File: config.mk
export PLATFORM = sky130hd
export DESIGN_NAME = cache_ctrl
export DESIGN_NICKNAME = d
export VERILOG_FILES = /design/src/rtl/cache_ctrl.sv
export SDC_FILE = /design/constraint.sdc
export NUM_CORES = 1
export LEC_CHECK = 0
export ABC_AREA = 1
export BUFFER_PORTS_ARGS = -buffer_cell sky130_fd_sc_hd__buf_2
export CAP_MARGIN = 5
export CORE_UTILIZATION = 50
export DETAILED_ROUTE_END_ITERATION = 10
export GPL_TIMING_DRIVEN = 0
export PLACE_DENSITY_LB_ADDON = 0.3
export SLEW_MARGIN = 20
export SYNTH_ARGS = -nofsm -noshare
export SYNTH_HDL_FRONTEND = slang
export SYNTH_SLANG_ARGS = --single-unit
File: constraint.sdc
create_clock -name clk -period 3.7 [get_ports clk]
set_input_delay 0.37 -clock clk [delete_from_list [all_inputs] [get_ports clk]]
set_output_delay 0.37 -clock clk [all_outputs]
set_load 0.005 [all_outputs]
File: src/rtl/cache_ctrl.sv
// ---------------------------------------------------------------------------
// cache_ctrl
//   Command controller between the host command port and the key-value entry
//   storage array. Resolves a command in a fixed four-cycle sequence:
//   accept, look up, strobe the target entry, report completion.
//
//   state  | meaning
//   -------+------------------------------------------------------------
//   IDLE   | ready for a command; NOOPs are consumed here
//   LOOKUP | sample hit/used vectors, register target, hit and full flags
//   ACCESS | drive idx_out and at most one one-cycle strobe
//   DONE   | done pulse with hit/err flags; stats update on exit
//
// Ports
//   clk, rst_n                 clock, async active-low reset
//   op_valid_in/op_ready_out   command handshake
//   operation_in               00 NOOP, 01 READ, 10 WRITE, 11 DELETE
//   used_in, hit_in            per-entry occupied / key-match flags
//   idx_out                    one-hot target entry
//   select/write/delete_out    entry strobes (ACCESS only)
//   done_out, hit_out,
//   err_full_out               completion pulse and qualified flags
//   hit_cnt_out, miss_cnt_out  saturating statistics
// ---------------------------------------------------------------------------
module cache_ctrl #(
  parameter int NUM_ENTRIES = 16,
  parameter int STAT_W      = 16
) (
  input  logic                   clk,
  input  logic                   rst_n,
  input  logic                   op_valid_in,
  output logic                   op_ready_out,
  input  logic [1:0]             operation_in,
  input  logic [NUM_ENTRIES-1:0] used_in,
  input  logic [NUM_ENTRIES-1:0] hit_in,
  output logic [NUM_ENTRIES-1:0] idx_out,
  output logic                   select_out,
  output logic                   write_out,
  output logic                   delete_out,
  output logic                   done_out,
  output logic                   hit_out,
  output logic                   err_full_out,
  output logic [STAT_W-1:0]      hit_cnt_out,
  output logic [STAT_W-1:0]      miss_cnt_out
);

  localparam logic [1:0] OP_NOOP   = 2'b00;
  localparam logic [1:0] OP_READ   = 2'b01;
  localparam logic [1:0] OP_WRITE  = 2'b10;
  localparam logic [1:0] OP_DELETE = 2'b11;

  localparam logic [NUM_ENTRIES-1:0] ENTRY_ONE = {{(NUM_ENTRIES-1){1'b0}}, 1'b1};
  localparam logic [STAT_W-1:0]      STAT_ONE  = {{(STAT_W-1){1'b0}}, 1'b1};

  typedef enum logic [1:0] {
    S_IDLE   = 2'd0,
    S_LOOKUP = 2'd1,
    S_ACCESS = 2'd2,
    S_DONE   = 2'd3
  } state_t;

  state_t                 state_q;
  state_t                 state_d;
  logic [1:0]             op_q;
  logic [NUM_ENTRIES-1:0] tgt_q;
  logic [NUM_ENTRIES-1:0] tgt_d;
  logic                   hit_q;
  logic                   err_q;
  logic                   err_d;
  logic                   hit_any;
  logic [NUM_ENTRIES-1:0] hit_first;
  logic [NUM_ENTRIES-1:0] free_first;
  logic [STAT_W-1:0]      hit_cnt_q;
  logic [STAT_W-1:0]      miss_cnt_q;
  logic                   accept;

  assign accept = (state_q == S_IDLE) && op_valid_in && (operation_in != OP_NOOP);

  // x & -x isolates the lowest set bit, giving the priority pick as one-hot.
  assign hit_any    = |hit_in;
  assign hit_first  = hit_in & (~hit_in + ENTRY_ONE);
  assign free_first = ~used_in & (used_in + ENTRY_ONE);

  // State register
  always_ff @(posedge clk or negedge rst_n) begin
    if (!rst_n) begin
      state_q <= S_IDLE;
    end else begin
      state_q <= state_d;
    end
  end

  // Next-state logic
  always_comb begin
    state_d = state_q;
    case (state_q)
      S_IDLE:   if (accept) state_d = S_LOOKUP;
      S_LOOKUP: state_d = S_ACCESS;
      S_ACCESS: state_d = S_DONE;
      S_DONE:   state_d = S_IDLE;
      default:  state_d = S_IDLE;
    endcase
  end

  // Target resolution from the storage flags, only registered in LOOKUP.
  always_comb begin
    tgt_d = '0;
    err_d = 1'b0;
    if (hit_any) begin
      tgt_d = hit_first;
    end else if (op_q == OP_WRITE) begin
      if (&used_in) begin
        err_d = 1'b1;
      end else begin
        tgt_d = free_first;
      end
    end
  end

  // Command, lookup result and statistics registers
  always_ff @(posedge clk or negedge rst_n) begin
    if (!rst_n) begin
      op_q       <= OP_NOOP;
      tgt_q      <= '0;
      hit_q      <= 1'b0;
      err_q      <= 1'b0;
      hit_cnt_q  <= '0;
      miss_cnt_q <= '0;
    end else begin
      if (accept) begin
        op_q <= operation_in;
      end
      if (state_q == S_LOOKUP) begin
        tgt_q <= tgt_d;
        hit_q <= hit_any;
        err_q <= err_d;
      end
      if (state_q == S_DONE) begin
        if (hit_q) begin
          if (hit_cnt_q != '1) hit_cnt_q <= hit_cnt_q + STAT_ONE;
        end else begin
          if (miss_cnt_q != '1) miss_cnt_q <= miss_cnt_q + STAT_ONE;
        end
      end
    end
  end

  // Outputs decoded from state so reset clears them without a clock edge.
  always_comb begin
    op_ready_out = 1'b0;
    idx_out      = '0;
    select_out   = 1'b0;
    write_out    = 1'b0;
    delete_out   = 1'b0;
    done_out     = 1'b0;
    hit_out      = 1'b0;
    err_full_out = 1'b0;
    case (state_q)
      S_IDLE: begin
        op_ready_out = 1'b1;
      end
      S_ACCESS: begin
        idx_out    = tgt_q;
        select_out = (op_q == OP_READ) && hit_q;
        // A write with any target covers both overwrite and allocation.
        write_out  = (op_q == OP_WRITE) && (|tgt_q);
        delete_out = (op_q == OP_DELETE) && hit_q;
      end
      S_DONE: begin
        idx_out      = tgt_q;
        done_out     = 1'b1;
        hit_out      = hit_q;
        err_full_out = err_q;
      end
      default: ;
    endcase
  end

  assign hit_cnt_out  = hit_cnt_q;
  assign miss_cnt_out = miss_cnt_q;

endmodule

==> results.txt, run 1 <==
Reg-to-Reg End: hit_cnt_out[4]
I/O Buffers: 91
CTS tree: yes
Routed Antenna Nets: 0
Worst-Skew Late Latency: 0.31 ns
Starting Density: 53.1%
TritonCTS buffer count: 5
Area delta synth->final: 20.1%
Syn_nets: 542
Post-Syn Area: 3470 sq um
Drt wl/cell: 12.3 microns
Inst Count DP: 666
Min-Delay Path Class: input pin to asynchronous set/reset pin
Post-CTS Resized: 0
Worst reg2reg startpoint: hit_cnt_out[0]
Vias per std cell: 5.20
Gr usage total: 23.4%
Inserted Diodes: 0
Via count: 3503
WP data arrival: 2.15 ns
Flops & latches, synth: 54
Number of global-route vias before repair: 3140
Grt ovf: 0
Worst Slack Setup Final: 1.18 ns
Tmin final: 2.52 ns
Seq/Total Area, Yosys: 38.9%
First-pass GRT wire length: 13600 microns
Req. time, crit path: 3.33 ns
H-tree lvl count: 2
WL final: 8290 microns
Pwr Total: 1.99 mW
Detailed Routing Iterations Pass 1: 5
Share of synthesized flip-flops with an asynchronous set or reset: 100%
Fillers: 591
Critical Path Fanout Max: 10
Syn avg cell area: 6.97 sq um
Setup WS pre-CTS: 1.54 ns
Dpl hpwl: 6520 microns
Clk root buf: clkbuf_8
Final period util: 68.1%
Yosys cell types: 34
Initial antenna violation count: 0
Non-Filler Instances: 674
Die ar.: 7280 sq um
DP Area: 4030 sq um
Max-slew headroom: 55.8%
Slew @ Worst Pin: 0.663 ns
Number of synthesized flops with an enable pin: 0
Largest net degree at the start of global routing: 55
Multi-input logic area: 1830 sq um
R2r setup slk: 1.89 ns
Final slew viol count: 0
Seq. cell area: 1350 sq um
Post-CTS Setup Inserts: 0
Setup crit end kind: output pin
Critical path origin: state_q[0]
DRC Markers: 0
Final Setup Violations: 0
Setup TNS: 0 ns
WS Path Type: register to output pin
Unrepaired setup endpoints after global routing: no
Post-synth top flop: dfrtp_1
1st-iter DRT viols: 154
Leak: 2.13 nW
Max-Cap Viols: 0
Maximum vdd drop: 0.000190 V
Area of the core: 6530 sq um
Clk slew on worst S/H paths: 0.10 ns
Fin. Hold Viols: 0
Die height: 85.3 microns
R2R depth: 9
PwrDens: 478 nW/um^2
Clock buffer depth: 2
Worst setup SP type: register
Die W: 85.3 microns
Worst Skew: 0.00526 ns
Num Clock Sinks: 54
Status: complete, no violations
Nets: 640
Warnings, synthesis: 0
Placer Congestion: 0.948
Final instance area: 4170 sq um
Post-CTS Hold Fix Bufs: 0
Fmax: 0.397 GHz
Rows: 29
Fraction of layout cells with a size suffix above 1: 20.3%
I/O pins: 92
Post-Synthesis Cells: 498
## metal layers
metal  vias up  wire length [microns]  track usage, %
li1       1774                      -               -
met1      1598                   3780            30.3
met2       118                   3940            40.3
met3        13                    426            3.31
met4         0                    138            8.33
met5         -                      0               0
## report_power, final
group          switching (mW)  internal [mW]  total, mW
Sequential             0.0977          0.697      0.795
Combinational           0.463          0.254      0.717
Clock                   0.193          0.289      0.482
## how the worst max path moves through the flow
stage | end | slack, ns | cells after the start
floorplan | idx_out[10] | 2.01 | 5
global placement | idx_out[9] | 1.57 | 6
detailed placement | idx_out[14] | 1.54 | 6
CTS | idx_out[14] | 1.18 | 6
global route | idx_out[14] | 1.05 | 6
finish | idx_out[9] | 1.18 | 6
## area by class of cell
cell class | instances | area share [%]
plain buffers | 9 | 1.32
clock buffers | 6 | 1.98
clock inverters | 2 | 1.44
inverters | 63 | 5.67
multi-input cells | 372 | 43.9
flip-flops and latches | 54 | 32.4
well taps | 77 | 2.31
repair buffers | 91 | 11.0
## per-stage QoR
stage | util [%] | hold slack (ns)
2_1_floorplan | - | 0.0744
3_5_place_dp | 61.6 | 0.450
6_report | 63.8 | 0.0826
4_1_cts | 63.8 | 0.110
5_1_grt | 63.8 | 0.135
3_3_place_gp | 61.6 | 0.469
## critical path, stage by stage, from the launching register on
cell,delay [ns]
dfrtp_1,0.39
inv_1,0.10
ha_1,0.27
nor2_1,0.39
clkbuf_1,0.42
nor2_1,0.12
buf_2,0.16
## cell usage after synthesis, types with 4 or more instances
library cell / count / area share [%]
nand2_1: 132 / 14
nor2_1: 84 / 9.1
inv_1: 61 / 6.6
dfrtp_1: 54 / 39
nand3_1: 36 / 5.2
xor2_1: 20 / 5.0
o21ai_0: 19 / 2.7
nor3_1: 15 / 2.2
nand4_1: 12 / 2.2
ha_1: 7 / 2.5
o21ai_1: 7 / 1.0
a21oi_1: 5 / 0.72
nor2_2: 5 / 0.90
clkbuf_1: 4 / 0.43
nand2_2: 4 / 0.72
nand3b_1: 4 / 0.87
xnor2_1: 4 / 1.0
## registers in the layout, indices dropped and copies added, names as in the netlist
name	count
hit_cnt_out	16
miss_cnt_out	16
tgt_q	16
op_q	2
state_q	2
err_q	1
hit_q	1
## cells by family (layout without fill, tap and decap cells)
logic type,count (synthesis),after routing,synth area share [%]
simple gates,302,302,37.9
buf+inv,72,171,8.40
flops,54,54,38.9
compound gates,38,38,5.88
xor+xnor,24,24,6.06
fa+ha+maj,7,7,2.52
mux,1,1,0.324
## placed cells by master (no fill, tap or decap)
cell	n
a21oi_1	5
a22o_1	1
a31oi_1	2
buf_2	92
buf_4	2
buf_6	2
bufinv_16	2
clkbuf_1	4
clkbuf_8	6
clkinv_1	1
dfrtp_1	54
ha_1	7
inv_1	61
inv_2	1
mux2_2	1
nand2_1	132
nand2_2	4
nand2_4	1
nand3_1	36
nand3b_1	4
nand4_1	12
nor2_1	84
nor2_2	5
nor2_4	3
nor3_1	15
nor3_2	1
nor3b_1	1
nor4_1	3
o211ai_1	1
o21ai_0	19
o21ai_1	7
o21bai_1	1
o22ai_1	2
or2_2	1
xnor2_1	4
xor2_1	20
Power figures use the tool's default switching activity.
==> run 2, diff against run 1 <==
==> constraint.sdc (replaced) <==
create_clock -name clk -period 2.51 [get_ports clk]
set_input_delay 0.251 -clock clk [delete_from_list [all_inputs] [get_ports clk]]
set_output_delay 0.251 -clock clk [all_outputs]
set_load 0.005 [all_outputs]
==> run 2 against run 1 <==
Total power rose by 48%. Die area did not move. Utilization rose by 0.17 points. Sequential power rose by 47%. Worst hold slack improved by 0.11 ns. Non-clock buffer count rose by 1. Critical path depth did not move. Clock skew barely moved. Count of clock-buffer cells in the layout did not move. First-iteration DRC count fell by 7.8%. Cell count rose by 0.15%. Largest cell class unchanged.
==> results.txt, run 2 (synthesized netlist as in run 1, its figures left out) <==
Status: complete, no violations
Post-CTS Setup Inserts: 0 (unchanged)
CP max stage cell: dfrtp_1
Most used cell, CP: nor2_1
Final period util: 89.6%
Placer Congestion: 0.948 (unchanged)
Switching Power: 1.11 mW (+48%)
CTS tree: yes
Worst-Skew Late Latency: 0.31 ns (about the same)
Starting Density: 53.1% (unchanged)
I/O Buffers: 91 (unchanged)
Initial antenna violation count: 0 (unchanged)
Via count: 3520 (+0.49%)
Num Clock Sinks: 54 (unchanged)
Worst setup SP type: register
Fraction of layout cells with a size suffix above 1: 20.4% (+0.13 points)
Most common cell after layout, fill and taps aside: nand2_1
Critical Path Fanout Max: 10 (unchanged)
Routed Antenna Nets: 0 (unchanged)
TritonCTS buffer count: 5 (unchanged)
1st-iter DRT viols: 142 (-7.8%)
Combinational Power Share: 36.0% (about the same)
Number of global-route vias before repair: 3140 (unchanged)
Net Sw Frac: 37.8% (about the same)
Met2 routed WL: 3940 microns (+0.13%)
Slowest cell delay on critical path: 0.39 ns (-0.03 ns)
Dpl hpwl: 6520 microns (unchanged)
Clk network pwr share: 24.1% (about the same)
Slew @ Worst Pin: 0.665 ns (+0.00255 ns)
DRC Markers: 0 (unchanged)
Area delta synth->final: 20.4%
Worst Skew: 0.00572 ns (+0.000467 ns)
Nets: 641 (+0.16%)
First-pass GRT wire length: 13600 microns (unchanged)
Die W: 85.3 microns (unchanged)
I/O pins: 92 (unchanged)
Max-Cap Viols: 0 (unchanged)
WS Path Type: register to output pin
Clk slew on worst S/H paths: 0.10 ns (about the same)
Final Setup Violations: 0 (unchanged)
Clk root buf: clkbuf_8
Largest net degree at the start of global routing: 55 (unchanged)
Setup WS pre-CTS: 0.467 ns (-1.07 ns)
Tmin final: 2.25 ns
Max layer used: met4
Die height: 85.3 microns (unchanged)
WP data arrival: 2.00 ns (-0.15 ns)
Min-Delay Path Class: input pin to register
Area of the core: 6530 sq um (unchanged)
WL met3: 446 microns (+4.7%)
WL final: 8280 microns (about the same)
Fin. Hold Viols: 0 (unchanged)
Detailed Routing Iterations Pass 1: 5 (unchanged)
Metal1 wirelength: 3750 microns (-0.90%)
Worst Slack Setup Final: 0.262 ns (-0.918 ns)
Unrepaired setup endpoints after global routing: no
Inserted Diodes: 0 (unchanged)
Hold slack: 0.194 ns (+0.111 ns)
Most frequent cells in the layout: 132 x nand2_1, 92 x buf_2, 84 x nor2_1, 61 x inv_1, 54 x dfrtp_1
Fmax: 0.445 GHz
Internal: 1.83 mW (+48%)
Grt ovf: 0 (unchanged)
Setup TNS: 0 ns (unchanged)
Leak: 2.13 nW (+0.33%)
Clock buffer depth: 2 (unchanged)
Max-slew headroom: 55.7% (-0.17 points)
Setup crit end kind: output pin
R2r setup slk: 0.71 ns (-1.18 ns)
Gr usage total: 23.4% (unchanged)
H-tree lvl count: 2 (unchanged)
Drt wl/cell: 12.3 microns (-0.21%)
Worst-path cell chain: inv_1, ha_1, nor2_1, clkbuf_2, nor2_1, buf_2
Die ar.: 7280 sq um (unchanged)
Final slew viol count: 0 (unchanged)
PwrDens: 704 nW/um^2 (+47%)
Maximum vdd drop: 0.000281 V (+48%)
Rows: 29 (unchanged)
Req. time, crit path: 2.26 ns (-1.07 ns)
Sequential share of power: 39.8% (about the same)
Vias per std cell: 5.21 (+0.34%)
-- run 2: layout make-up --
cell class | instances | area [sq um]
Buffer | 9 | 56.3
Clock buffer | 6 | 82.6
Clock inverter | 2 | 60.1
Fill cell | 591 | 2350
Inverter | 63 | 236
Multi-Input combinational cell | 372 | 1830
Sequential cell | 54 | 1350
Tap cell | 77 | 96.3
Timing Repair Buffer | 92 | 468
-- run 2: critical path, delay by kind of cell, from the launching register on --
family        cells  cell delay (ns)
fa+ha+maj         1             0.27
flops             1             0.39
simple gates      2             0.48
buf+inv           3             0.55
-- run 2: power by group through the flow --
stage	registers, mW	logic, mW	clock network, mW
2_1_floorplan	1.16	0.675	0
3_3_place_gp	1.18	1.03	0
3_5_place_dp	1.19	1.06	0
4_1_cts	1.17	1.06	0.722
5_1_grt	1.20	1.20	0.757
6_report	1.17	1.06	0.711
-- run 2: what timing repair did --
action                                 4_1_cts  5_1_grt
resized for setup                            0        2
endpoints found under the hold margin       26        0
hold buffers                                 1        0
setup endpoints to repair                    0        3
-- run 2: metrics by stage --
stage / instance area [sq um] / util [%] / power [mW] / instances
floorplan: 3470 / - / 1.84 / 498
global placement: 4020 / 61.6 / 2.21 / 666
detailed placement: 4030 / 61.6 / 2.25 / 666
CTS: 4180 / 64.0 / 2.96 / 675
global route: 4180 / 64.0 / 3.15 / 675
finish: 4180 / 64.0 / 2.94 / 675
-- run 2: metal layers --
layer,GRT usage (%),vias up
li1,-,1778
met2,40.3,119
met4,8.33,0
met5,0,-
met1,30.3,1608
met3,3.31,15
-- run 2: path summary, 6_finish.rpt --
kind | cells past startpoint | endpoint | from
min in group asynchronous | 2 | miss_cnt_out[12] | rst_n
max reg2reg | 9 | hit_cnt_out[4] | hit_cnt_out[0]
max in group asynchronous | 2 | hit_cnt_out[10] | rst_n
max | 6 | idx_out[14] | state_q[0]
min | 2 | op_q[0] | operation_in[0]
min reg2reg | 1 | miss_cnt_out[12] | miss_cnt_out[12]
==> run 3, diff against run 2 <==
--- a/config.mk
+++ b/config.mk
@@ -12,6 +12,7 @@
 export DETAILED_ROUTE_END_ITERATION = 10
 export GPL_TIMING_DRIVEN = 0
 export PLACE_DENSITY_LB_ADDON = 0.3
+export RECOVER_POWER = 100
 export SLEW_MARGIN = 20
 export SYNTH_ARGS = -nofsm -noshare
 export SYNTH_HDL_FRONTEND = slang
==> run 3 against run 2 <==
Cell count is the same. Largest power group unchanged. Combinational power decreased by 4%. Register-to-register slack worse by 0.38 ns. Die area is the same. Clock power hardly changed. Non-clock buffer count unchanged. Critical path depth did not move. Routed wire length is the same. First-iteration DRC count increased by 0.70%. Utilization fell by 0.65 points. Largest cell class unchanged. Total power shrank 1.2%.
==> results.txt, run 3 (synthesized netlist as in run 1, its figures left out) <==
Area delta synth->final: 19.2%
Rows: 29 (unchanged)
Worst setup SP type: register
Fmax: 0.449 GHz (+0.83%)
Seq. cell area: 1350 sq um (unchanged)
Number of global-route vias before repair: 3140 (unchanged)
Multi-input logic area: 1830 sq um (-0.14%)
Maximum vdd drop: 0.000278 V (-1.0%)
Worst reg2reg startpoint: hit_cnt_out[0]
First-pass GRT wire length: 13600 microns (unchanged)
Via count: 3525 (+0.14%)
Worst setup endpoint: idx_out[14]
Most used cell, CP: nor2_1
Leak: 2.04 nW (-4.6%)
Dpl hpwl: 6520 microns (unchanged)
Inserted Diodes: 0 (unchanged)
Most common cell after layout, fill and taps aside: nand2_1
Initial antenna violation count: 0 (unchanged)
Worst-Skew Late Latency: 0.31 ns (about the same)
Vias per std cell: 5.22 (+0.14%)
Most frequent cells in the layout: 132 x nand2_1, 85 x nor2_1, 62 x inv_1, 62 x buf_2, 54 x dfrtp_1
CP delay by family, top: buffers and inverters
Max-Cap Viols: 0 (unchanged)
Non-Filler Instances: 675 (unchanged)
Fillers: 607 (+2.7%)
WP data arrival: 1.98 ns (-0.02 ns)
Final slew viol count: 0 (unchanged)
PwrDens: 703 nW/um^2 (-0.22%)
Clk root buf: clkbuf_8
Reg-to-Reg End: hit_cnt_out[15]
Clk slew on worst S/H paths: 0.10 ns (about the same)
Worst Slack Setup Final: 0.281 ns (+0.0185 ns)
TritonCTS buffer count: 5 (unchanged)
I/O pins: 92 (unchanged)
Grt ovf: 0 (unchanged)
WS Path Type: register to output pin
Fin. Hold Viols: 0 (unchanged)
I/O Buffers: 91 (unchanged)
R2r setup slk: 0.33 ns (-0.38 ns)
Final period util: 88.8% (-0.74 points)
Unrepaired setup endpoints after global routing: no
Starting Density: 53.1% (unchanged)
Slowest cell delay on critical path: 0.39 ns (about the same)
Final Setup Violations: 0 (unchanged)
DP Area: 4030 sq um (unchanged)
DRC Markers: 0 (unchanged)
CTS tree: yes
Gr usage total: 23.4% (unchanged)
Setup TNS: 0 ns (unchanged)
WL final: 8280 microns (unchanged)
H-tree lvl count: 2 (unchanged)
Tmin final: 2.23 ns (-0.0185 ns)
Routed Antenna Nets: 0 (unchanged)
Die ar.: 7280 sq um (unchanged)
R2R depth: 10 (+1)
Max-slew headroom: 13.8% (-42 points)
Die W: 85.3 microns (unchanged)
Buffer and inverter count on the worst path: 3 (unchanged)
Worst-path cell chain: inv_1, ha_1, nor2_1, clkbuf_2, nor2_1, buf_1
Hold slack: 0.194 ns (+0.000273 ns)
Clock buffer depth: 2 (unchanged)
CP max stage cell: dfrtp_1
Area of the core: 6530 sq um (unchanged)
Largest net degree at the start of global routing: 55 (unchanged)
Nets: 641 (unchanged)
Num Clock Sinks: 54 (unchanged)
Critical path origin: state_q[0]
Critical Path Fanout Max: 10 (unchanged)
Setup crit end kind: output pin
Slew @ Worst Pin: 1.29 ns (+0.628 ns)
1st-iter DRT viols: 143 (+0.70%)
Setup WS pre-CTS: 0.467 ns (unchanged)
Detailed Routing Iterations Pass 1: 4 (-1)
Worst Skew: 0.00497 ns (-0.000756 ns)
Fraction of layout cells with a size suffix above 1: 16.2% (-4.2 points)
Drt wl/cell: 12.3 microns (unchanged)
Placer Congestion: 0.948 (unchanged)
Final instance area: 4140 sq um (-1.0%)
Status: complete, no violations
Min-Delay Path Class: input pin to register
CP Depth: 6 (unchanged)
Req. time, crit path: 2.26 ns (about the same)
Die height: 85.3 microns (unchanged)
Post-CTS Setup Inserts: 0 (unchanged)
Inst Count DP: 666 (unchanged)
## run 3: cell type report
type                       count  area share [%]
buffer                         9            1.09
multi-input combinational    372            44.1
inverter                      63            5.72
clock inverter                 2            1.45
clock buffer                   6            2.00
tap                           77            2.33
sequential                    54            32.7
timing repair buffer          92            10.6
## run 3: timing repair
action                     CTS  global route
hold buffers                 1             0
hold endpoints to repair    26             0
setup endpoints to repair    0             3
gates resized for setup      0             2
## run 3: per-stage QoR
| step | total power [mW] | util [%] |
|---|---|---|
| 4_1_cts | 2.96 | 64.0 |
| 6_report | 2.91 | 63.3 |
| 3_5_place_dp | 2.25 | 61.6 |
| 3_3_place_gp | 2.21 | 61.6 |
| 2_1_floorplan | 1.84 | - |
| 5_1_grt | 3.12 | 63.3 |
## run 3: how the worst min path moves through the flow
stage               slack [ns]             from  cells past startpoint               to
floorplan                -0.04            rst_n                      0            err_q
global placement          0.47         tgt_q[0]                      2         tgt_q[0]
detailed placement        0.33            rst_n                      1  miss_cnt_out[3]
CTS                       0.19  operation_in[0]                      2          op_q[0]
global route              0.20  operation_in[0]                      2          op_q[0]
finish                    0.19  operation_in[0]                      2          op_q[0]
## run 3: metal layers
metal / global-route usage (%) / up-vias / wire [microns]
met5: 0 / - / 0
met2: 40.3 / 130 / 3900
met4: 8.33 / 0 / 145
met1: 30.3 / 1604 / 3790
li1: - / 1776 / -
met3: 3.31 / 15 / 446
## run 3: power breakdown
group | internal, mW | total [mW] | switching (mW)
Combinational | 0.346 | 1.02 | 0.678
Clock | 0.425 | 0.710 | 0.284
Sequential | 1.03 | 1.17 | 0.146
